===== src/rtl/ysyx_22050039_store_pkg.sv =====
`default_nettype none
// ============================================================================
//  Module      : ysyx_22050039_store_pkg
//  Description : Shared definitions for the RV64 store unit: store-size
//                encodings, memory-beat byte count and the sequencing states.
//  Revision    : 1.0 - initial release
// ============================================================================
package ysyx_22050039_store_pkg;

    // Bytes per 64-bit memory beat.
    localparam int MASK_W = 8;

    // req_op encodings: access size is 2^op bytes.
    localparam logic [1:0] SB = 2'd0;
    localparam logic [1:0] SH = 2'd1;
    localparam logic [1:0] SW = 2'd2;
    localparam logic [1:0] SD = 2'd3;

    typedef enum logic [2:0] {
        IDLE  = 3'd0,
        SEND0 = 3'd1,
        WAIT0 = 3'd2,
        SEND1 = 3'd3,
        WAIT1 = 3'd4,
        FIN   = 3'd5
    } state_t;

endpackage
`default_nettype wire


===== src/rtl/ysyx_22050039_store_align.sv =====
`default_nettype none
// ============================================================================
//  Module      : ysyx_22050039_store_align
//  Description : Combinational lane alignment for one store. The access is
//                placed in a 128-bit window starting at the beat-0 base, so
//                the low half is beat 0 and the high half is beat 1.
//  Ports       : op    - store size (SB/SH/SW/SD)
//                off   - byte offset of the effective address in its beat
//                data  - rs2 value (only the low 2^op bytes are used)
//                mask0/data0 - strobes and lane data for beat 0
//                mask1/data1 - strobes and lane data for beat 1
//                split - beat 1 carries at least one byte
//  Revision    : 1.0 - initial release
// ============================================================================
module ysyx_22050039_store_align
    import ysyx_22050039_store_pkg::*;
#(
    parameter int XLEN = 64
) (
    input  logic [1:0]        op,
    input  logic [2:0]        off,
    input  logic [XLEN-1:0]   data,
    output logic [MASK_W-1:0] mask0,
    output logic [MASK_W-1:0] mask1,
    output logic [XLEN-1:0]   data0,
    output logic [XLEN-1:0]   data1,
    output logic              split
);

    logic [MASK_W-1:0]   w_base_mask;
    logic [XLEN-1:0]     w_data_ext;
    logic [2*MASK_W-1:0] w_full_mask;
    logic [2*XLEN-1:0]   w_full_data;

    // Unused upper bytes of rs2 are cleared so they never reach the bus.
    always_comb begin
        w_base_mask = '0;
        w_data_ext  = '0;
        case (op)
            SB: begin
                w_base_mask = 8'h01;
                w_data_ext  = {{(XLEN-8){1'b0}}, data[7:0]};
            end
            SH: begin
                w_base_mask = 8'h03;
                w_data_ext  = {{(XLEN-16){1'b0}}, data[15:0]};
            end
            SW: begin
                w_base_mask = 8'h0F;
                w_data_ext  = {{(XLEN-32){1'b0}}, data[31:0]};
            end
            default: begin
                w_base_mask = 8'hFF;
                w_data_ext  = data;
            end
        endcase
    end

    assign w_full_mask = {{MASK_W{1'b0}}, w_base_mask} << off;
    assign w_full_data = {{XLEN{1'b0}}, w_data_ext} << {off, 3'b000};

    assign mask0 = w_full_mask[MASK_W-1:0];
    assign mask1 = w_full_mask[2*MASK_W-1:MASK_W];
    assign data0 = w_full_data[XLEN-1:0];
    assign data1 = w_full_data[2*XLEN-1:XLEN];
    assign split = |w_full_mask[2*MASK_W-1:MASK_W];

endmodule
`default_nettype wire


===== src/rtl/ysyx_22050039_store_unit.sv =====
`default_nettype none
// ============================================================================
//  Module      : ysyx_22050039_store_unit
//  Description : RV64 store unit. Computes the effective address, aligns
//                data/strobes onto the 8-byte bus, splits boundary-crossing
//                stores into two beats, issues each beat on a valid/ready
//                write channel, waits for its response and reports done/err.
//  Ports       : clk, rst (synchronous, active-low)
//                req_valid/req_ready, req_op, req_base, req_offset, req_data
//                mem_wvalid/mem_wready, mem_waddr, mem_wdata, mem_wmask
//                mem_bvalid, mem_berr
//                done (one-cycle pulse), err (qualified by done)
//  Revision    : 1.0 - initial release
// ============================================================================
module ysyx_22050039_store_unit
    import ysyx_22050039_store_pkg::*;
#(
    parameter int XLEN = 64
) (
    input  logic              clk,
    input  logic              rst,
    input  logic              req_valid,
    output logic              req_ready,
    input  logic [1:0]        req_op,
    input  logic [XLEN-1:0]   req_base,
    input  logic [XLEN-1:0]   req_offset,
    input  logic [XLEN-1:0]   req_data,
    output logic              mem_wvalid,
    input  logic              mem_wready,
    output logic [XLEN-1:0]   mem_waddr,
    output logic [XLEN-1:0]   mem_wdata,
    output logic [MASK_W-1:0] mem_wmask,
    input  logic              mem_bvalid,
    input  logic              mem_berr,
    output logic              done,
    output logic              err
);

    // ------------------------------------------------------------------
    // Address and alignment of the incoming request
    // ------------------------------------------------------------------
    logic [XLEN-1:0]   w_ea;
    logic [XLEN-1:0]   w_addr0;
    logic [XLEN-1:0]   w_addr1;
    logic [MASK_W-1:0] w_mask0;
    logic [MASK_W-1:0] w_mask1;
    logic [XLEN-1:0]   w_data0;
    logic [XLEN-1:0]   w_data1;
    logic              w_split;

    assign w_ea    = req_base + req_offset;
    assign w_addr0 = {w_ea[XLEN-1:3], 3'b000};
    assign w_addr1 = w_addr0 + XLEN'(8);

    ysyx_22050039_store_align #(
        .XLEN (XLEN)
    ) u_align (
        .op    (req_op),
        .off   (w_ea[2:0]),
        .data  (req_data),
        .mask0 (w_mask0),
        .mask1 (w_mask1),
        .data0 (w_data0),
        .data1 (w_data1),
        .split (w_split)
    );

    // ------------------------------------------------------------------
    // State, beat-1 holding registers and registered outputs
    // ------------------------------------------------------------------
    state_t            r_state,      w_state_nxt;
    logic              r_req_ready,  w_req_ready_nxt;
    logic              r_wvalid,     w_wvalid_nxt;
    logic [XLEN-1:0]   r_waddr,      w_waddr_nxt;
    logic [XLEN-1:0]   r_wdata,      w_wdata_nxt;
    logic [MASK_W-1:0] r_wmask,      w_wmask_nxt;
    logic              r_done,       w_done_nxt;
    logic              r_err,        w_err_nxt;
    logic [XLEN-1:0]   r_b1_addr,    w_b1_addr_nxt;
    logic [XLEN-1:0]   r_b1_data,    w_b1_data_nxt;
    logic [MASK_W-1:0] r_b1_mask,    w_b1_mask_nxt;
    logic              r_split,      w_split_nxt;
    logic              r_err_acc,    w_err_acc_nxt;

    always_ff @(posedge clk) begin
        if (!rst) begin
            r_state     <= IDLE;
            r_req_ready <= 1'b0;
            r_wvalid    <= 1'b0;
            r_waddr     <= '0;
            r_wdata     <= '0;
            r_wmask     <= '0;
            r_done      <= 1'b0;
            r_err       <= 1'b0;
            r_b1_addr   <= '0;
            r_b1_data   <= '0;
            r_b1_mask   <= '0;
            r_split     <= 1'b0;
            r_err_acc   <= 1'b0;
        end else begin
            r_state     <= w_state_nxt;
            r_req_ready <= w_req_ready_nxt;
            r_wvalid    <= w_wvalid_nxt;
            r_waddr     <= w_waddr_nxt;
            r_wdata     <= w_wdata_nxt;
            r_wmask     <= w_wmask_nxt;
            r_done      <= w_done_nxt;
            r_err       <= w_err_nxt;
            r_b1_addr   <= w_b1_addr_nxt;
            r_b1_data   <= w_b1_data_nxt;
            r_b1_mask   <= w_b1_mask_nxt;
            r_split     <= w_split_nxt;
            r_err_acc   <= w_err_acc_nxt;
        end
    end

    // Every output is computed one cycle ahead so it appears registered in
    // the same cycle the FSM enters the corresponding state.
    always_comb begin
        w_state_nxt     = r_state;
        w_req_ready_nxt = r_req_ready;
        w_wvalid_nxt    = r_wvalid;
        w_waddr_nxt     = r_waddr;
        w_wdata_nxt     = r_wdata;
        w_wmask_nxt     = r_wmask;
        w_done_nxt      = 1'b0;
        w_err_nxt       = 1'b0;
        w_b1_addr_nxt   = r_b1_addr;
        w_b1_data_nxt   = r_b1_data;
        w_b1_mask_nxt   = r_b1_mask;
        w_split_nxt     = r_split;
        w_err_acc_nxt   = r_err_acc;

        unique case (r_state)
            IDLE: begin
                w_req_ready_nxt = 1'b1;
                // Acceptance is gated on the registered ready so nothing is
                // taken in the first IDLE cycle after reset.
                if (r_req_ready && req_valid) begin
                    w_req_ready_nxt = 1'b0;
                    w_state_nxt     = SEND0;
                    w_wvalid_nxt    = 1'b1;
                    w_waddr_nxt     = w_addr0;
                    w_wdata_nxt     = w_data0;
                    w_wmask_nxt     = w_mask0;
                    w_b1_addr_nxt   = w_addr1;
                    w_b1_data_nxt   = w_data1;
                    w_b1_mask_nxt   = w_mask1;
                    w_split_nxt     = w_split;
                    w_err_acc_nxt   = 1'b0;
                end
            end
            SEND0: begin
                if (mem_wready) begin
                    w_wvalid_nxt = 1'b0;
                    w_state_nxt  = WAIT0;
                end
            end
            WAIT0: begin
                if (mem_bvalid) begin
                    if (mem_berr) begin
                        // A failed first beat aborts the store; beat 1 is dropped.
                        w_err_acc_nxt = 1'b1;
                        w_state_nxt   = FIN;
                        w_done_nxt    = 1'b1;
                        w_err_nxt     = 1'b1;
                    end else if (r_split) begin
                        w_state_nxt  = SEND1;
                        w_wvalid_nxt = 1'b1;
                        w_waddr_nxt  = r_b1_addr;
                        w_wdata_nxt  = r_b1_data;
                        w_wmask_nxt  = r_b1_mask;
                    end else begin
                        w_state_nxt = FIN;
                        w_done_nxt  = 1'b1;
                        w_err_nxt   = r_err_acc;
                    end
                end
            end
            SEND1: begin
                if (mem_wready) begin
                    w_wvalid_nxt = 1'b0;
                    w_state_nxt  = WAIT1;
                end
            end
            WAIT1: begin
                if (mem_bvalid) begin
                    w_err_acc_nxt = r_err_acc | mem_berr;
                    w_state_nxt   = FIN;
                    w_done_nxt    = 1'b1;
                    w_err_nxt     = r_err_acc | mem_berr;
                end
            end
            FIN: begin
                w_state_nxt     = IDLE;
                w_req_ready_nxt = 1'b1;
            end
            default: begin
                w_state_nxt = IDLE;
            end
        endcase
    end

    assign req_ready  = r_req_ready;
    assign mem_wvalid = r_wvalid;
    assign mem_waddr  = r_waddr;
    assign mem_wdata  = r_wdata;
    assign mem_wmask  = r_wmask;
    assign done       = r_done;
    assign err        = r_err;

endmodule
`default_nettype wire


===== config.mk =====
export PLATFORM = sky130hd
export DESIGN_NAME = ysyx_22050039_store_unit
export DESIGN_NICKNAME = d
export VERILOG_FILES = /design/src/rtl/ysyx_22050039_store_pkg.sv /design/src/rtl/ysyx_22050039_store_align.sv /design/src/rtl/ysyx_22050039_store_unit.sv
export SDC_FILE = /design/constraint.sdc
export NUM_CORES = 1
export LEC_CHECK = 0
export BUFFER_PORTS_ARGS = -buffer_cell sky130_fd_sc_hd__buf_4
export CORE_MARGIN = 8
export CORE_UTILIZATION = 50
export CTS_BUF_LIST = sky130_fd_sc_hd__clkbuf_16
export CTS_CLUSTER_SIZE = 28
export DETAILED_ROUTE_END_ITERATION = 6
export GPL_ROUTABILITY_DRIVEN = 0
export PLACE_DENSITY = 0.76
export SKIP_LAST_GASP = 1
export SLEW_MARGIN = 20
export SYNTH_ARGS = -nofsm -noshare
export SYNTH_HDL_FRONTEND = slang
export SYNTH_SLANG_ARGS = --single-unit

===== constraint.sdc =====
create_clock -name clk -period 3.6 [get_ports clk]
set_input_delay 0.18 -clock clk [delete_from_list [all_inputs] [get_ports clk]]
set_output_delay 0.18 -clock clk [all_outputs]
set_load 0.005 [all_outputs]

; ---- After elaboration in Yosys (flattened, before gate mapping)
; Index checks and enable logic that the tools add are counted.
[word_totals]
register_bits = 281
in_bits = 200
output_inout_bits = 140
word_cells = 96
[op_classes]
add_sub_neg = 2
n_eq_ne = 16
n_shift = 2
n_mux = 48
n_bitwise = 1
n_reduce_logical = 14
[op_table]
columns = operator, n
row1 = 64-bit two-way mux, 8
row2 = 64-bit one-hot mux with 2 select lines, 2
row3 = 64-bit one-hot mux with 3 select lines, 1
row4 = 64-bit by 6-bit << shifter with 128-bit output, 1
row5 = "64-bit by 4-bit adder with 64-bit output, second input constant", 1
row6 = 64-bit adder, 1
row7 = 8-bit two-way mux, 4
row8 = 8-bit one-hot mux with 3 select lines, 1
row9 = 3-bit two-way mux, 7
row10 = 1-bit two-way mux, 18
row11 = "2-bit != test, second input constant", 8
row12 = 8-bit one-hot mux with 2 select lines, 1
row13 = 8-bit by 3-bit << shifter with 16-bit output, 1
row14 = 3-bit one-hot mux with 5 select lines, 1
row15 = 5-bit AND reduction, 3
row16 = 8-bit OR reduction, 1
row17 = "3-bit by 2-bit equality test with 1-bit output, second input constant", 2
row18 = "3-bit equality test, second input constant", 2
row19 = 1-bit one-hot mux with 2 select lines, 3
row20 = 1-bit one-hot mux with 3 select lines, 2
row21 = 6-bit AND reduction, 1
row22 = 3-bit nonzero test, 2
row23 = 2-bit nonzero test, 2
row24 = "3-bit by 1-bit equality test with 1-bit output, second input constant", 1
row25 = other kinds (9), 9

; ---- Longest topological paths before layout
; Gate-level depths: netlist of run 1.
[logic_depth]
depth_word = 5
depth_mapped = 15
depth_no_buf = 15

; ---- By module
; A second synthesis of run 1 with hierarchy kept.
[hier_totals]
cells_unflattened = 2746
area_unflattened_um2 = 19967.9
[by_module_without_submodules]
columns = mod, n_inst, cells_per_inst, area_each_um2, seq_area_each_um2
row1 = ysyx_22050039_store_unit, 1, 2317, 17235.3, 5505.3
row2 = ysyx_22050039_store_align, 1, 429, 2732.6, 0.0

; ---- Least setup slack after synthesis of run 1
; No wires, ideal clock.
[synth_timing]
path_type = input to register
startpoint = input port req_base[0]
endpoint = register r_b1_addr[63]
setup_ns = 0.062
t_arrival_ns = 3.833
t_required_ns = 3.538
slack_ns = -0.295
cell_stages = 15
path_buffers = 1
cell_sequence = ha_1 > inv_1 > fa_1 > nand2b_1 > a21oi_2 > o21ai_2 > a21o_1 > a211oi_2 > nand4_2 > or4_1 > buf_6 > nor4_4 > nand2_2 > or4_1 > nand3_1
[synth_via]
elab_chain_cells = 2
[synth_rtl]
columns = item, line
row1 = start: declaration, ysyx_22050039_store_unit.sv:25  ; input logic [XLEN-1:0] req_base,
row2 = 64-bit adder, ysyx_22050039_store_unit.sv:51  ; assign w_ea = req_base + req_offset;
row3 = 64-bit by 4-bit adder with 64-bit output, ysyx_22050039_store_unit.sv:53  ; assign w_addr1 = w_addr0 + XLEN'(8);
row4 = end signal: assignment, ysyx_22050039_store_unit.sv:109  ; r_b1_addr <= w_b1_addr_nxt;
row5 = end: declaration, ysyx_22050039_store_unit.sv:79  ; logic [XLEN-1:0] r_b1_addr, w_b1_addr_nxt;
; No other way between the ends.
; A chain may end at the register's enable or synchronous reset.

; ---- Worst setup path after layout of run 1
[layout_timing]
startpoint = input port req_base[9]
endpoint = register r_b1_addr[63]
; Same word-level chain as after synthesis.

==> run_results.csv, run 1 <==
group,metric,value,unit
clock_tree,cts.sinks,266,
power,cellPowerDensity,419,nW/um^2
sta,setup_violations,1,
synth,synth_edf_count,0,
worst_setup_path,crit_end,"r_b1_addr[63]",
status,violations,"design-rule violations, negative setup slack",
synth,synth.distinct_cells,95,
layout,drive_gt1_share,28.6,%
worst_setup_path,startpoint_type,"input port",
die,core,37300,um^2
sta,finalClockSkew,0.0172,ns
worst_setup_path,reg2reg_slack,0.87,ns
clock_tree,root_buffer,"clkbuf_16",
sta,finalCritPeriodShare,100,%
synth,ys.warnings.count,0,
hold_path,hold_class,"input port to flop",
worst_setup_path,worst_ep_required_time,4.08,ns
global_route,grt_overflow_total,0,
worst_setup_path,slowest_stage,"or4_1",
power,ir_drop,0.000388,V
placement,hpwl,57700,um
layout,n_antenna_cell,0,
placement,dpl.cell_count,3548,
power,leakagePower,10.6,nW
layout,fin_cells,3612,
die,rows,71,
hold_path,min-delay-start,"req_data[1]",
power,p_total,10.6,mW
placement,place_ws,-0.650,ns
synth,ys_async_sr_fraction,0,%
worst_setup_path,r2r_start,"r_state[0]",
worst_setup_path,path_class,"input port to flop",
layout,syn2layout_area_growth,35.6,%
drt,wl_per_cell,20.7,um
sta,worstMarginPinSlew,1.19,ns
worst_setup_path,endpoint_kind,"flop",
sta,final-hold-violation-count,0,
clock_tree,path_clk_slew,0.06,ns
synth,synth_seq_cells,266,
synth,synth.most_common_cell,"nor2_1",
placement,place_area,24200,um^2
die,die_h,210,um
worst_setup_path,startpoint,"req_base[9]",
worst_setup_path,crit_path_frequent_cell,"buf_4",
global_route,antenna_found_initial,0,
placement,io_buffers,336,
drt,first_pass_iters,7,
sta,relSlewSlack,20.3,%
synth,yosysTopAreaCellShare,28.4,%
run,maxCapViolations,0,
die,ioPinCount,340,
synth,yosys.area_share.xor_xnor,3.84,%
worst_setup_path,critPathMaxStageDelay,0.55,ns
global_route,grt_pass1_vias,22000,
worst_setup_path,cp.arrival,4.09,ns
synth,synth_cells,2542,
drt,via_per_inst,6.32,
drt,initialDrtViolationCount,2938,
layout,design_area,25400,um^2
layout,fill_cells,3104,
synth,synth_compound_area_share,29.8,%
sta,fin_setup_tns,-0.00864,ns
synth,yosys-top-cells-count,"nor2_1 (369), nand2_1 (312), dfxtp_1 (266)",
global_route,grtUsageTotal,31.9,%
global_route,grt_max_degree,164,
synth,yosys.area.top_type,"dfxtp_1",
worst_setup_path,path_cells,"buf_4 -> ha_1 -> a21oi_1 -> buf_4 -> o21ai_1 -> a21oi_1 -> nand2_1 -> xor2_2 -> nand4b_1 -> or4_1 -> buf_4 -> nor4_4 -> buf_4 -> nand2_2 -> or4_1 -> nand3_1",
synth,yosys.area_share.simple,25.7,%
worst_setup_path,cp_max_fo,6,
synth,ys_seq_area_share,28.4,%
die,die-area,43900,um^2
worst_setup_path,timing.rr.end,"mem_wmask[1]",
layout,fin_nets,3384,
status,status,"complete, but fails checks",
sta,slew_violations,0,
drt,totalWireLength,74700,um
synth,synth_mux_area_share,2.97,%
hold_path,worstHoldPathCells,3,
drt,postRouteAntennaNets,0,
clock_tree,clock_path_buffers,3,
sta,fin_ws,-0.00864,ns
synth,avgSynthCellArea,7.37,um^2
sta,rsz0062_at_grt,"yes",
clock_tree,clkLatencyLatePin,0.54,ns
synth,synthAdderAreaFrac,4.44,%
sta,max_freq,0.277,GHz
sta,min_period,3.61,ns
drt,vias,22800,
die,dieWidth,210,um
die,initial_core_util,50.2,%
synth,synth_top_family_by_area,"compound AO/OA/AOI/OAI gates",
synth,synth.area.top_cells,"dfxtp_1 (28%), nor2_1 (7.4%), nand2_1 (6.3%), a21oi_1 (4.5%), ha_1 (4.3%)",
synth,syn_area,18700,um^2
clock_tree,cts_tree,"built",
clock_tree,htreeDepth,1,
worst_setup_path,reg2reg_depth,5,
clock_tree,cts_buffers,26,
drt,post-route-drc-count,9,
layout,fin_util,68.1,%
synth,ys.flop_type,"dfxtp_1",
global_route,grt_first_pass_wirelength,116000,um
sta,holdWs,0.0359,ns
sequential cells by signal, indices dropped and copies added (netlist names):
| register | count |
|---|---|
| mem_wmask | 8 |
| mem_waddr | 61 |
| r_b1_data | 56 |
| r_split | 1 |
| r_b1_addr | 61 |
| mem_wdata | 64 |
| mem_wvalid | 1 |
| r_err_acc | 1 |
| r_state | 3 |
| r_b1_mask | 7 |
| done | 1 |
| req_ready | 1 |
| err | 1 |
worst max-delay path, delay by kind of cell:
| family | cells | cell delay [ns] |
|---|---|---|
| fa+ha+maj | 1 | 0.35 |
| simple gates | 7 | 1.89 |
| compound gates | 3 | 0.78 |
| xor+xnor | 1 | 0.26 |
| buf+inv | 4 | 0.64 |
timing repair:
action,in CTS,in global routing
pin swaps,0,5
setup buffers,0,6
hold buffers,11,0
resized for setup,3,29
endpoints found under the hold margin,21,0
endpoints found under the setup margin,5,25
cell type report:
cell class | instances | area, um^2 | area share [%]
Timing Repair Buffer | 748 | 5680 | 22.4
Multi-Input combinational cell | 2054 | 12800 | 50.4
Sequential cell | 266 | 5330 | 21.0
Clock inverter | 20 | 228 | 0.897
Inverter | 23 | 91.3 | 0.360
Clock buffer | 27 | 676 | 2.66
Tap cell | 474 | 593 | 2.34
layer usage:
layer	up-vias	wire length [um]	GRT usage, %
li1	10600	-	-
met1	10500	28200	38.5
met2	1462	34300	53.1
met3	293	7360	5.38
met4	0	4900	18.7
met5	-	0	0
kinds of logic (layout without fill, tap and decap cells):
group / Yosys count / count (layout)
and+or+nand+nor: 1042 / 1042
AOI/OAI and AO/OA: 809 / 809
DFF: 266 / 266
buffers and inverters: 224 / 818
xor gates and xnor gates: 82 / 82
adders and majority gates: 66 / 66
muxes: 52 / 52
other: 1 / 3
placed cells by master (no fill, tap or decap), types with 61 or more instances in the layout:
cell type  instances
buf_4            734
nor2_1           367
nand2_1          311
dfxtp_1          266
a21oi_1          167
o21ai_0          147
nor3_1            83
o211ai_1          67
nand3_1           64
ha_1              61
power by group:
part	internal (mW)	switching, mW
clock network	1.72	1.18
registers	3.24	0.204
logic	1.88	2.42
how the worst min path moves through the flow:
stage | end
floorplan | err
detailed placement | err
global placement | err
CTS | mem_wdata[1]
global route | mem_wdata[0]
finish | mem_wdata[1]
No activity file was read; power rests on OpenSTA's default activity.
==> inputs of run 2 (changes only) <==
TNS_END_PERCENT = 50   (was default)
==> run_results.csv, run 2 (same netlist as run 1, synthesis figures left out) <==
group,metric,value,unit
status,status,"complete, but fails checks",
status,violations,"design-rule violations",
worst_setup_path,path_class,"input port to flop",
worst_setup_path,cp_max_fo,6,
clock_tree,htreeDepth,1,
worst_setup_path,cp.arrival,4.04,ns
clock_tree,path_clk_slew,0.06,ns
worst_setup_path,reg2reg_slack,0.88,ns
layout,syn2layout_area_growth,35.6,%
clock_tree,clock_path_buffers,3,
hold_path,hold_class,"input port to flop",
placement,place_ws,-0.650,ns
global_route,grt_first_pass_wirelength,116000,um
sta,setup_violations,0,
drt,first_pass_iters,7,
drt,totalWireLength,74800,um
sta,fin_ws,0.0374,ns
drt,postRouteAntennaNets,0,
die,die-area,43900,um^2
clock_tree,cts_tree,"built",
die,dieWidth,210,um
worst_setup_path,worst_ep_required_time,4.08,ns
layout,design_area,25400,um^2
drt,wl_per_cell,20.7,um
sta,min_period,3.56,ns
layout,fill_cells,3105,
worst_setup_path,timing.rr.end,"mem_wmask[1]",
power,p_total,10.6,mW
worst_setup_path,r2r_start,"r_state[0]",
die,die_h,210,um
die,initial_core_util,50.2,%
placement,hpwl,57700,um
power,ir_drop,0.000388,V
layout,layout_common_cells,"buf_4 (734), nor2_1 (367), nand2_1 (311), dfxtp_1 (266), a21oi_1 (167)",
drt,initialDrtViolationCount,2891,
power,cellPowerDensity,419,nW/um^2
clock_tree,cts_buffers,26,
placement,place_area,24200,um^2
layout,layout_commonest_cell,"buf_4",
layout,multi_input_area,12800,um^2
global_route,antenna_found_initial,0,
global_route,grt_overflow_total,0,
die,ioPinCount,340,
sta,relSlewSlack,21.5,%
layout,drive_gt1_share,28.6,%
clock_tree,clkLatencyLatePin,0.54,ns
drt,via_per_inst,6.32,
layout,final-seq-area,5330,um^2
hold_path,hold-path-endpoint,"mem_wdata[1]",
layout,fin_cells,3612,
worst_setup_path,reg2reg_depth,5,
layout,fin_util,68.1,%
hold_path,worstHoldPathCells,3,
drt,vias,22800,
layout,fin_nets,3384,
sta,finalClockSkew,0.0161,ns
sta,worstMarginPinSlew,1.17,ns
clock_tree,cts.sinks,266,
worst_setup_path,startpoint_type,"input port",
run,maxCapViolations,0,
die,core,37300,um^2
power,leakagePower,10.6,nW
layout,largest_reg_flops,64,
sta,final-hold-violation-count,0,
global_route,grt_pass1_vias,22000,
sta,slew_violations,0,
sta,rsz0062_at_grt,"yes",
global_route,grtUsageTotal,31.9,%
die,rows,71,
sta,finalCritPeriodShare,99.0,%
global_route,grt_max_degree,164,
placement,io_buffers,336,
hold_path,min-delay-start,"req_data[1]",
sta,max_freq,0.281,GHz
placement,dpl.cell_count,3548,
drt,post-route-drc-count,37,
layout,n_antenna_cell,0,
clock_tree,root_buffer,"clkbuf_16",
worst_setup_path,endpoint_kind,"flop",
==> run 2: cell types whose count changed in the layout (fill, tap and decap cells not counted) <==
| cell | delta |
|---|---|
| a2111oi_1 | +1 |
| a2111oi_2 | -1 |
==> run 2: layout make-up <==
type                    instances  share of cell area (%)
clock buffers                  27                    2.66
repair buffers                748                    22.4
multi-input cells            2054                    50.4
inverters                      23                   0.360
clock inverters                20                   0.897
flip-flops and latches        266                    21.0
well taps                     474                    2.34
==> run 2: repair_timing <==
item                                   4_1_cts  5_1_grt
endpoints found under the hold margin       21        0
pin swaps                                    0        5
hold buffers                                11        0
setup endpoints to repair                    5       25
setup buffers                                0        6
resized for setup                            2       29
==> run 2: metal layers <==
metal | share of wire [%] | track usage, % | vias to the layer above
met3 | 9.6 | 5.38 | 302
met1 | 38 | 38.5 | 10500
met5 | 0 | 0 | -
li1 | - | - | 10600
met2 | 46 | 53.1 | 1457
met4 | 6.6 | 18.7 | 0
==> run 2: where the power goes <==
part           total (mW)  internal [mW]  switching, mW
combinational        4.29           1.88           2.42
clock                2.90           1.72           1.18
sequential           3.45           3.24          0.205
total                10.6           6.84           3.80
==> run 2: worst max-delay path by stage <==
stage / endpoint / depth (start not counted) / from
after floorplan: r_b1_addr[63] / 13 / req_base[30]
after global placement: r_b1_addr[62] / 14 / req_base[1]
after detailed placement: r_b1_addr[62] / 14 / req_base[1]
after CTS: r_b1_addr[60] / 17 / req_base[19]
after global routing: r_b1_addr[63] / 16 / req_base[5]
final: r_b1_addr[63] / 16 / req_base[12]
==> run 2: through the flow <==
stage / hold WS, ns / TNS, ns
floorplan: 0.290 / -0.00545
global placement: 0.415 / -11.05
detailed placement: 0.416 / -16.24
CTS: 0.0147 / -0.00289
global route: 0.0543 / -0.353
finish: 0.0394 / 0
==> run 2: critical path, stage by stage <==
cell and delay, ns:
buf_4 0.11, ha_1 0.35, buf_4 0.17, and4_1 0.19
buf_4 0.15, o21ai_1 0.32, o21ai_1 0.17, xor2_1 0.29
nand4b_1 0.19, or4_1 0.55, buf_4 0.20, nor4_4 0.32
buf_4 0.17, nand2_2 0.07, or4_1 0.51, nand3_1 0.09
